--- src/rtl/lycan_globals_pkg.sv ---
// lycan_globals: shared config-packet, opcode and routing-table types for the lycan pin router
package lycan_globals;
  localparam int PKT_OPCODE_MSB = 31;
  localparam int PKT_OPCODE_LSB = 28;
  localparam int DEFAULT_DEAD_CYCLES = 4;
  typedef enum logic [3:0] {
    OP_MAP_OUT      = 4'd1,
    OP_MAP_IN       = 4'd2,
    OP_UNMAP_PIN    = 4'd3,
    OP_COMMIT       = 4'd4,
    OP_CLEAR_STAGED = 4'd5
  } lycan_cfg_op_e;
  typedef struct packed {
    logic [3:0]  opcode;
    logic [11:0] pin;
    logic [7:0]  periph;
    logic [7:0]  slot;
  } lycan_cfg_pkt_t;
  typedef struct packed {
    logic       valid;
    logic [7:0] periph;
    logic [7:0] slot;
  } pin_map_entry_t;
  typedef struct packed {
    logic        valid;
    logic [11:0] pin;
  } in_map_entry_t;
endpackage

--- src/rtl/lycan_pin_router_sync.sv ---
// lycan_pin_sync: W-bit two-flop synchroniser, reset to 0 (ports: clk, rst, d in, q out)
module lycan_pin_sync #(
  parameter int W = 16
) (
  input  logic         clk,
  input  logic         rst,
  input  logic [W-1:0] d,
  output logic [W-1:0] q
);
  logic [W-1:0] s1_q, s2_q;
  always_ff @(posedge clk) begin
    if (rst) begin
      s1_q <= '0;
      s2_q <= '0;
    end else begin
      s1_q <= d;
      s2_q <= s1_q;
    end
  end
  assign q = s2_q;
endmodule

--- src/rtl/lycan_pin_router.sv ---
// lycan_pin_router: runtime-configurable crossbar between peripheral I/O slots and DUT pins.
// Ports: clk/rst (sync, active-high); cfg_data/cfg_valid/cfg_ready config packets; cfg_err sticky
// error; busy during commit; periph_out/periph_oe/periph_in peripheral slots; pin_out/pin_oe/pin_in pads.
// Define LYCAN_ROUTER_SYNC_EN to pass pin_in through a 2-flop synchroniser (pin_in->periph_in = 3 cycles).
module lycan_pin_router
  import lycan_globals::*;
#(
  parameter int NUM_PINS        = 16,
  parameter int NUM_PERIPHS     = 8,
  parameter int OUTS_PER_PERIPH = 4,
  parameter int INS_PER_PERIPH  = 3,
  parameter int PKT_W           = 32,
  parameter int DEAD_CYCLES     = DEFAULT_DEAD_CYCLES
) (
  input  logic                                   clk,
  input  logic                                   rst,
  input  logic [PKT_W-1:0]                       cfg_data,
  input  logic                                   cfg_valid,
  output logic                                   cfg_ready,
  output logic                                   cfg_err,
  output logic                                   busy,
  input  logic [NUM_PERIPHS*OUTS_PER_PERIPH-1:0] periph_out,
  input  logic [NUM_PERIPHS*OUTS_PER_PERIPH-1:0] periph_oe,
  output logic [NUM_PERIPHS*INS_PER_PERIPH-1:0]  periph_in,
  output logic [NUM_PINS-1:0]                    pin_out,
  output logic [NUM_PINS-1:0]                    pin_oe,
  input  logic [NUM_PINS-1:0]                    pin_in
);
  localparam int NO  = NUM_PERIPHS * OUTS_PER_PERIPH;
  localparam int NI  = NUM_PERIPHS * INS_PER_PERIPH;
  localparam int PW  = NUM_PINS > 1 ? $clog2(NUM_PINS) : 1;
  localparam int OW  = NO > 1 ? $clog2(NO) : 1;
  localparam int IW  = NI > 1 ? $clog2(NI) : 1;
  localparam int OPW = PKT_OPCODE_MSB - PKT_OPCODE_LSB + 1;
  typedef enum logic [1:0] {IDLE, DRAIN, APPLY} state_e;
  state_e         state_q, state_d;
  logic [7:0]     cnt_q, cnt_d;
  logic           cfg_err_q, cfg_err_d;
  pin_map_entry_t so_q [NUM_PINS], so_d [NUM_PINS], ao_q [NUM_PINS], ao_d [NUM_PINS];
  in_map_entry_t  si_q [NI], si_d [NI], ai_q [NI], ai_d [NI];
  logic [NUM_PINS-1:0] pin_out_q, pin_out_d, pin_oe_q, pin_oe_d, pin_src;
  logic [NI-1:0]       periph_in_q, periph_in_d;
  lycan_cfg_pkt_t pkt;
  logic [OPW-1:0] op;
  logic           acc, bad, pin_ok, p_ok, so_ok, si_ok, oe_en;
  logic [IW-1:0]  ii;
  logic [OW-1:0]  oi;
  assign pkt       = lycan_cfg_pkt_t'(cfg_data);
  assign op        = pkt.opcode;
  assign cfg_ready = state_q == IDLE;
  assign busy      = state_q != IDLE;
  assign cfg_err   = cfg_err_q;
  assign pin_out   = pin_out_q;
  assign pin_oe    = pin_oe_q;
  assign periph_in = periph_in_q;
`ifdef LYCAN_ROUTER_SYNC_EN
  lycan_pin_sync #(.W(NUM_PINS)) u_sync (.clk(clk), .rst(rst), .d(pin_in), .q(pin_src));
`else
  assign pin_src = pin_in;
`endif
  always_comb begin
    pin_ok = int'(pkt.pin) < NUM_PINS;
    p_ok   = int'(pkt.periph) < NUM_PERIPHS;
    so_ok  = int'(pkt.slot) < OUTS_PER_PERIPH;
    si_ok  = int'(pkt.slot) < INS_PER_PERIPH;
    ii     = IW'(int'(pkt.periph) * INS_PER_PERIPH + int'(pkt.slot));
    acc    = cfg_valid && state_q == IDLE;
    bad    = op == OP_MAP_OUT   ? !(pin_ok && p_ok && so_ok) :
             op == OP_MAP_IN    ? !(pin_ok && p_ok && si_ok) :
             op == OP_UNMAP_PIN ? !pin_ok :
             !(op == OP_COMMIT || op == OP_CLEAR_STAGED);
    state_d   = state_q;
    cnt_d     = cnt_q;
    cfg_err_d = cfg_err_q;
    so_d      = so_q;
    si_d      = si_q;
    ao_d      = ao_q;
    ai_d      = ai_q;
    if (state_q == DRAIN) begin
      cnt_d   = cnt_q - 8'd1;
      state_d = cnt_q == 8'd0 ? APPLY : DRAIN;
    end
    if (state_q == APPLY) begin
      ao_d    = so_q;
      ai_d    = si_q;
      state_d = IDLE;
    end
    if (acc) begin
      if (bad) cfg_err_d = 1'b1;
      else if (op == OP_COMMIT) begin
        state_d = DRAIN;
        cnt_d   = 8'(DEAD_CYCLES - 1);
      end else if (op == OP_CLEAR_STAGED) begin
        cfg_err_d = 1'b0;
        so_d      = '{default: '0};
        si_d      = '{default: '0};
      end else if (op == OP_MAP_OUT) so_d[pkt.pin[PW-1:0]] = '{1'b1, pkt.periph, pkt.slot};
      else if (op == OP_MAP_IN) si_d[ii] = '{1'b1, pkt.pin};
      else so_d[pkt.pin[PW-1:0]] = '0;
    end
  end
  // Enables stay low from the commit edge until the first output computed from the new table,
  // so no pad is driven by an old mapping once the commit has started.
  always_comb begin
    oe_en     = state_q == IDLE && state_d == IDLE;
    oi        = '0;
    pin_out_d = '0;
    pin_oe_d  = '0;
    for (int n = 0; n < NUM_PINS; n++) begin
      oi           = OW'(int'(ao_q[n].periph) * OUTS_PER_PERIPH + int'(ao_q[n].slot));
      pin_out_d[n] = ao_q[n].valid && periph_out[oi];
      pin_oe_d[n]  = ao_q[n].valid && periph_oe[oi] && oe_en;
    end
    periph_in_d = '0;
    for (int j = 0; j < NI; j++) periph_in_d[j] = ai_q[j].valid && pin_src[ai_q[j].pin[PW-1:0]];
  end
  always_ff @(posedge clk) begin
    if (rst) begin
      state_q     <= IDLE;
      cnt_q       <= '0;
      cfg_err_q   <= 1'b0;
      so_q        <= '{default: '0};
      ao_q        <= '{default: '0};
      si_q        <= '{default: '0};
      ai_q        <= '{default: '0};
      pin_out_q   <= '0;
      pin_oe_q    <= '0;
      periph_in_q <= '0;
    end else begin
      state_q     <= state_d;
      cnt_q       <= cnt_d;
      cfg_err_q   <= cfg_err_d;
      so_q        <= so_d;
      ao_q        <= ao_d;
      si_q        <= si_d;
      ai_q        <= ai_d;
      pin_out_q   <= pin_out_d;
      pin_oe_q    <= pin_oe_d;
      periph_in_q <= periph_in_d;
    end
  end
endmodule
--- config.mk ---
export PLATFORM = sky130hd
export DESIGN_NAME = lycan_pin_router
export DESIGN_NICKNAME = d
export VERILOG_FILES = /design/src/rtl/lycan_globals_pkg.sv /design/src/rtl/lycan_pin_router_sync.sv /design/src/rtl/lycan_pin_router.sv
export SDC_FILE = /design/constraint.sdc
export NUM_CORES = 2
export LEC_CHECK = 0
export ABC_CLOCK_PERIOD_IN_PS = 4510
export BUFFER_PORTS_ARGS = -buffer_cell sky130_fd_sc_hd__buf_2
export CORE_MARGIN = 1
export CORE_UTILIZATION = 25
export CTS_CLUSTER_SIZE = 20
export DETAILED_ROUTE_END_ITERATION = 12
export GPL_ROUTABILITY_DRIVEN = 0
export GPL_TIMING_DRIVEN = 0
export RECOVER_POWER = 50
export SETUP_SLACK_MARGIN = 0.1
export SLEW_MARGIN = 20
export SYNTH_ARGS = -nofsm -noshare
export SYNTH_HDL_FRONTEND = slang
export SYNTH_SLANG_ARGS = --single-unit
--- constraint.sdc ---
create_clock -name clk -period 4.51 [get_ports clk]
set_input_delay 0.902 -clock clk [delete_from_list [all_inputs] [get_ports clk]]
set_output_delay 0.902 -clock clk [all_outputs]
set_load 0.005 [all_outputs]
# Word-level counts from Yosys, hierarchy flattened
# Cells that the tools add are included.
op_classes:
  addsub: 18
  n_mul: 1
  div_mod_pow: 0
  magnitude_cmp: 48
  eq_ne: 10
  shift: 0
  n_mux: 140
  n_bitwise: 6
  reduce_logical: 93
op_table:
  columns: ["cell", "n"]
  rows:
  - ["312-bit 2-to-1 mux", 3]
  - ["272-bit 2-to-1 mux", 3]
  - ["312-bit bitwise mux", 1]
  - ["272-bit bitwise AND", 1]
  - ["272-bit bitwise mux", 1]
  - ["272-bit NOT", 1]
  - ["1-bit binary-select mux with 5-bit select", 32]
  - ["4-bit by 5-bit < comparator with 1-bit output, second input constant", 24]
  - ["1-bit binary-select mux with 4-bit select", 24]
  - ["5-bit by 6-bit < comparator with 1-bit output, second input constant", 16]
  - ["5-bit adder", 17]
  - ["1-bit logical AND", 79]
  - ["17-bit demux with 4-bit select", 1]
  - ["13-bit demux with 5-bit select", 1]
  - ["1-bit 2-to-1 mux", 62]
  - ["8-bit 2-to-1 mux", 4]
  - ["17-bit 2-to-1 mux", 1]
  - ["13-bit 2-to-1 mux", 1]
  - ["12-bit by 5-bit < comparator with 1-bit output, second input constant", 1]
  - ["2-bit 2-to-1 mux", 6]
  - ["4-bit by 2-bit equality test with 1-bit output, second input constant", 2]
  - ["4-bit by 3-bit equality test with 1-bit output, second input constant", 2]
  - ["8-bit logical NOT", 1]
  - ["8-bit by 2-bit < comparator with 1-bit output, second input constant", 1]
  - ["24 further kinds", 31]
totals:
  ff_bits: 915
  latchBits: 0
  ramBits: 0
  romBits: 0
  input_bits: 115
  out_inout_bits: 59
  word_cells: 514
  n_memories: 0

# Depth between registers and ports, before layout
logic_depth:
  depth_word: 11
  depth_mapped: 11
  mapped_depth_nobuf: 9

# Worst setup path before layout
# OpenSTA, ideal clock, no wires.
synth_path:
  path_kind: "input -> register"
  from: "input port cfg_data[1]"
  to: "register si_q[92] in the netlist's numbering"
  setup_ns: 0.129
  t_arrival_ns: 3.599
  required_time_ns: 4.381
  setup_slack_ns: 0.782
  path_stages: 10
  path_buffers: 1
  cell_sequence: "fa_1 > ha_1 > fa_1 > clkbuf_1 > nor3_1 > or4b_2 > mux2i_1 > o211ai_1 > nand2_1 > o21ai_0"
synth_between:
  elab_chain_len: 10
  word_cells_on_any_way: 21
  cone_classes: "add/sub: 1; order compare: 4; mux: 8; bitwise: 2; reduce/logical: 6"
synth_rtl:
  columns: ["item", "line_no", "text"]
  rows:
  - ["start, declared", "lycan_pin_router.sv:17", "input logic [PKT_W-1:0] cfg_data,"]
  - ["5-bit adder", "lycan_pin_router.sv:66", "ii = IW'(int'(pkt.periph) * INS_PER_PERIPH + int'(pkt.slot));"]
  - ["5-bit NOT with 6-bit output (implied by the code)", "lycan_pin_router.sv:98", "else if (op == OP_MAP_IN) si_d[ii] = '{1'b1, pkt.pin};"]
  - ["6-bit greater-or-equal comparator (implied by the code) / 6-bit by 1-bit < comparator with 1-bit output (equally long branches)", "lycan_pin_router.sv:98", null]
  - ["1-bit logical AND (implied by the code)", "lycan_pin_router.sv:98", null]
  - ["13-bit 2-to-1 mux (implied by the code)", "lycan_pin_router.sv:98", null]
  - ["13-bit demux with 5-bit select", "lycan_pin_router.sv:98", null]
  - ["312-bit bitwise mux", "lycan_pin_router.sv:98", null]
  - ["312-bit 2-to-1 mux", "lycan_pin_router.sv:98", null]
  - ["312-bit 2-to-1 mux", "lycan_pin_router.sv:97", "end else if (op == OP_MAP_OUT) so_d[pkt.pin[PW-1:0]] = '{1'b1, pkt.periph, pkt.slot};"]
  - ["312-bit 2-to-1 mux", "lycan_pin_router.sv:93", "end else if (op == OP_CLEAR_STAGED) begin"]
  - ["end signal, assigned", "lycan_pin_router.sv:135", "si_q <= si_d;"]
  - ["end, declared", "lycan_pin_router.sv:40", "in_map_entry_t si_q [NI], si_d [NI], ai_q [NI], ai_d [NI];"]
# Parallel ways exist; a longest one is shown, timed or not. The select of a mux whose other input is x is not followed.
# A chain may end at the register's enable or synchronous reset.

# Worst setup path after layout
layout_path:
  from: "input port cfg_data[8]"
  to: "register si_q[182] in the netlist's numbering"
layout_between:
  elab_chain_len: 11
  word_cells_on_any_way: 22
  cone_classes: "add/sub: 1; mul: 1; order compare: 3; mux: 8; bitwise: 2; reduce/logical: 7"
layout_rtl:
  columns: ["item", "line_no"]
  rows:
  - ["8-bit by 2-bit multiplier with 5-bit output", "lycan_pin_router.sv:66"]
  - ["5-bit adder", "lycan_pin_router.sv:66"]
  - ["5-bit NOT with 6-bit output (implied by the code)", "lycan_pin_router.sv:98"]
  - ["6-bit greater-or-equal comparator (implied by the code) / 6-bit by 1-bit < comparator with 1-bit output (equally long branches)", "lycan_pin_router.sv:98"]
  - ["1-bit logical AND (implied by the code)", "lycan_pin_router.sv:98"]
  - ["13-bit 2-to-1 mux (implied by the code)", "lycan_pin_router.sv:98"]
  - ["13-bit demux with 5-bit select", "lycan_pin_router.sv:98"]
  - ["312-bit bitwise mux", "lycan_pin_router.sv:98"]
  - ["312-bit 2-to-1 mux", "lycan_pin_router.sv:98"]
  - ["312-bit 2-to-1 mux", "lycan_pin_router.sv:97"]
  - ["312-bit 2-to-1 mux", "lycan_pin_router.sv:93"]
# Parallel ways exist; a longest one is shown, timed or not. The select of a mux whose other input is x is not followed.

==> summary.md <==
| Metric | Value |
|---|---|
| Post-DP HPWL | `91500 um` |
| I/O Buffers | `167` |
| Max_slew headroom | `0.190` |
| Syn_nets | `3401` |
| CTS tree | `yes` |
| Switching pwr | `3.18 mW` |
| Syn_area_per_cell | `10.3 um^2` |
| Crit path DAT | `4.52 ns` |
| First-pass GRT wire length | `182000 um` |
| Clock Latency Late Sink | `0.66 ns` |
| Peak supply drop | `0.000462 V` |
| DRC | `0` |
| Most used DFF post-synth | `dfxtp_1` |
| Setup slack, reg-to-reg | `1.35 ns` |
| Drt first pass iters | `7` |
| Initial antenna violation count | `19` |
| Critical path class | `input port to register` |
| Post-synth EDFFs | `0` |
| CTS buffer count | `58` |
| Clock share of power | `0.444` |
| Reg2Reg Depth | `7` |
| CTS root buffer | `clkbuf_16` |
| HP Class | `register to register` |
| Hold Crit Start | `so_q[2]` |
| Worst-path clk slew | `0.07 ns` |
| Core Footprint | `132000 um^2` |
| Comb power frac | `0.113` |
| Chip height | `367 um` |
| Iteration-0 DRC Markers | `4104` |
| Final Skew | `0.0267 ns` |
| Sink Count | `595` |
| Final hold violation count | `0` |
| Worst slew pin tran | `1.21 ns` |
| WHS Path Cells | `2` |
| Starting Density | `0.252` |
| Die ar. | `134000 um^2` |
| Yosys warnings | `0` |
| Critical Path RT | `5.02 ns` |
| Antenna Nets Post-Route | `0` |
| Routed vias/inst | `5.49` |
| CTS Buffer Depth | `3` |
| I/O pin count | `174` |
| Setup Viol. Count Final | `0` |
| Layout cells sized above 1 | `0.212` |
| Hold buffer count at CTS | `0` |
| Critical path startpoint category | `input port` |
| Die X | `367 um` |
| Global route overflow | `0` |
| Worst-path fanout max | `10` |
| WL/cell | `23.3 um` |
| Post-Syn Instances | `3244` |
| Final instance area | `38300 um^2` |
| Sw frac | `0.268` |
| Unrepaired setup endpoints after global routing | `false` |
| Ant. Diodes | `0` |
| Vias | `28969` |
| Worst r2r dst | `pin_oe[3]` |
| Slew Viols, Final | `0` |
| Hold path endpoint | `ao_q[2]` |
| Top achievable clock speed | `249 MHz` |
| Setup TNS | `0 ns` |
| Area growth syn-to-layout | `15.2%` |
| Min Tclk post-route | `4.01 ns` |
| Sequential share of the synthesized area | `0.358` |
| Resize count post-CTS | `0` |
| Placed instance area | `36300 um^2` |
| Period utilization | `0.890` |
| Post-CTS Setup Inserts | `0` |
| Pwr Density | `310 nW/um^2` |
| Synthesized cell area | `33300 um^2` |
| Final-layout fill cell count | `13810` |
| Outcome | `completed` |
| #FFs+latches synth | `595` |
| Final nets | `3628` |
| Number of max-cap violations | `0` |
| Gr usage total | `0.177` |
| Critical Path End Type | `register` |
| Number of global-route vias before repair | `27387` |
| Critical R2R Launch | `state_q[0]` |
| Cell Rows | `133` |
| Leakage power total | `12.4 nW` |
| Pin count of the biggest net entering global routing | `17` |
| Internal power | `8.69 mW` |
| Post-synth cell types | `69` |
| H-tree depth | `2` |
| Reg power frac | `0.443` |
| Wirelength, routed | `123000 um` |
| Async S/R FF share, synth | `0` |
routing by layer:
metal | vias up | GRT usage | share of wire
met4 | 18 | 0.0509 | 0.034
met1 | 14188 | 0.243 | 0.40
met3 | 367 | 0.0501 | 0.13
li1 | 12381 | - | -
met5 | - | 0 | 0.00095
met2 | 2015 | 0.267 | 0.43
registers in the layout (all words and copies together) (netlist names):
signal     flops
ao_q         144
so_q         144
ai_q         120
si_q         120
periph_in     24
pin_oe        16
pin_out       16
cnt_q          8
state_q        2
cfg_err        1
cell usage in the layout, fill, tap and decap left out, types with 11 or more instances in the layout:
cell | Yosys | routed
and2_1 | 44 | 44
clkbuf_1 | 298 | 342
nor2b_1 | 29 | 29
a32o_1 | 29 | 29
nand3_1 | 16 | 16
and3_1 | 49 | 49
buf_1 | 17 | 11
ha_1 | 22 | 22
buf_2 | 38 | 172
a21oi_1 | 340 | 340
nand2_1 | 734 | 734
xor2_1 | 19 | 19
mux4_2 | 418 | 418
a22o_1 | 59 | 59
a211oi_1 | 19 | 19
clkbuf_16 | 0 | 58
dfxtp_1 | 595 | 595
nor3_1 | 15 | 15
xnor2_1 | 23 | 23
o211ai_1 | 29 | 29
nor2_1 | 76 | 76
mux2_2 | 16 | 16
o21ai_1 | 11 | 11
clkbuf_8 | 0 | 15
mux2i_1 | 79 | 79
o21ai_0 | 117 | 117
fa_1 | 20 | 20
synthesized netlist by cell type (all sizes together), types with 4 or more instances:
cell type / number / area, um^2
nand4: 6 / 37.5
mux4: 418 / 9410
dfxtp: 595 / 11900
ha: 22 / 275
mux2: 16 / 180
nor2: 76 / 285
a211o: 6 / 52.6
o22ai: 4 / 25.0
o21a: 4 / 30.0
inv: 9 / 33.8
a211oi: 20 / 163
a32o: 29 / 290
and2: 45 / 282
xor2: 21 / 199
a41oi: 4 / 35.0
or4b: 9 / 90.1
nor4: 8 / 56.3
nor3: 18 / 105
xnor2: 25 / 245
o21ai: 131 / 667
nand3b: 6 / 45.0
a21oi: 343 / 1730
or3: 6 / 37.5
or2: 4 / 25.0
mux2i: 79 / 791
and3: 49 / 307
o211ai: 29 / 218
nor2b: 29 / 181
fa: 20 / 400
nor3b: 5 / 37.5
clkbuf: 299 / 1120
nand3: 16 / 80.1
nand2: 735 / 2760
a22o: 59 / 517
buf: 61 / 307
nand2b: 9 / 56.3
how the worst max path moves through the flow:
stage                       startpoint        end  slack, ns  cells past startpoint
after floorplan            cfg_data[1]   si_q[92]       0.78                     10
after global placement    cfg_data[31]  so_q[263]      -0.38                      7
after detailed placement   cfg_data[8]  si_q[184]      -0.09                     11
after CTS                  cfg_data[8]  si_q[182]       0.58                     11
after global routing       cfg_data[8]  si_q[183]       0.36                     11
final                      cfg_data[8]  si_q[182]       0.50                     11
worst max-delay path, cell delays in order:
cell and delay [ns]:
buf_2 0.26, fa_1 0.48, ha_1 0.23, fa_1 0.53, clkbuf_1 0.26, nor3b_1 0.51
or4b_2 0.63, mux2i_1 0.15, o211ai_1 0.29, nand2_1 0.16, o21ai_0 0.10
cells by family (layout without fill, tap and decap cells):
kind of cell,after synthesis,in the layout,share of synthesized area
adders and majority gates,42,42,0.0203
buffers and inverters,369,643,0.0440
and+or+nand+nor,1028,1028,0.134
DFF,595,595,0.358
AOI/OAI and AO/OA,651,651,0.118
muxes,513,513,0.312
xor gates and xnor gates,46,46,0.0134
power groups by stage:
stage | registers (mW) | clock network [mW] | logic, mW
2_1_floorplan | 5.38 | 0 | 0.787
3_3_place_gp | 5.38 | 0 | 1.27
3_5_place_dp | 5.38 | 0 | 1.29
4_1_cts | 5.26 | 5.32 | 1.29
5_1_grt | 5.26 | 5.55 | 1.39
6_report | 5.26 | 5.27 | 1.34
area by class of cell:
| cell class | instances | area, um^2 | area share |
|---|---|---|---|
| Multi-Input combinational cell | 2280 | 19900 | 0.519 |
| Sequential cell | 595 | 11900 | 0.311 |
| Tap cell | 1755 | 2200 | 0.0573 |
| Clock buffer | 78 | 1680 | 0.0438 |
| Buffer | 360 | 1430 | 0.0373 |
| Timing Repair Buffer | 167 | 796 | 0.0208 |
| Clock inverter | 29 | 370 | 0.00967 |
| Inverter | 9 | 33.8 | 0.000882 |
metrics by stage:
stage	total power [mW]	cells	hold WS (ns)	utilization	setup WS, ns
floorplan	6.16	3244	0.421	-	0.782
global placement	6.65	5166	0.435	0.275	-0.381
detailed placement	6.67	5166	0.439	0.275	-0.0869
CTS	11.9	5273	0.445	0.291	0.581
global route	12.2	5273	0.456	0.291	0.358
finish	11.9	5273	0.441	0.291	0.497
Power figures use the tool's default switching activity.
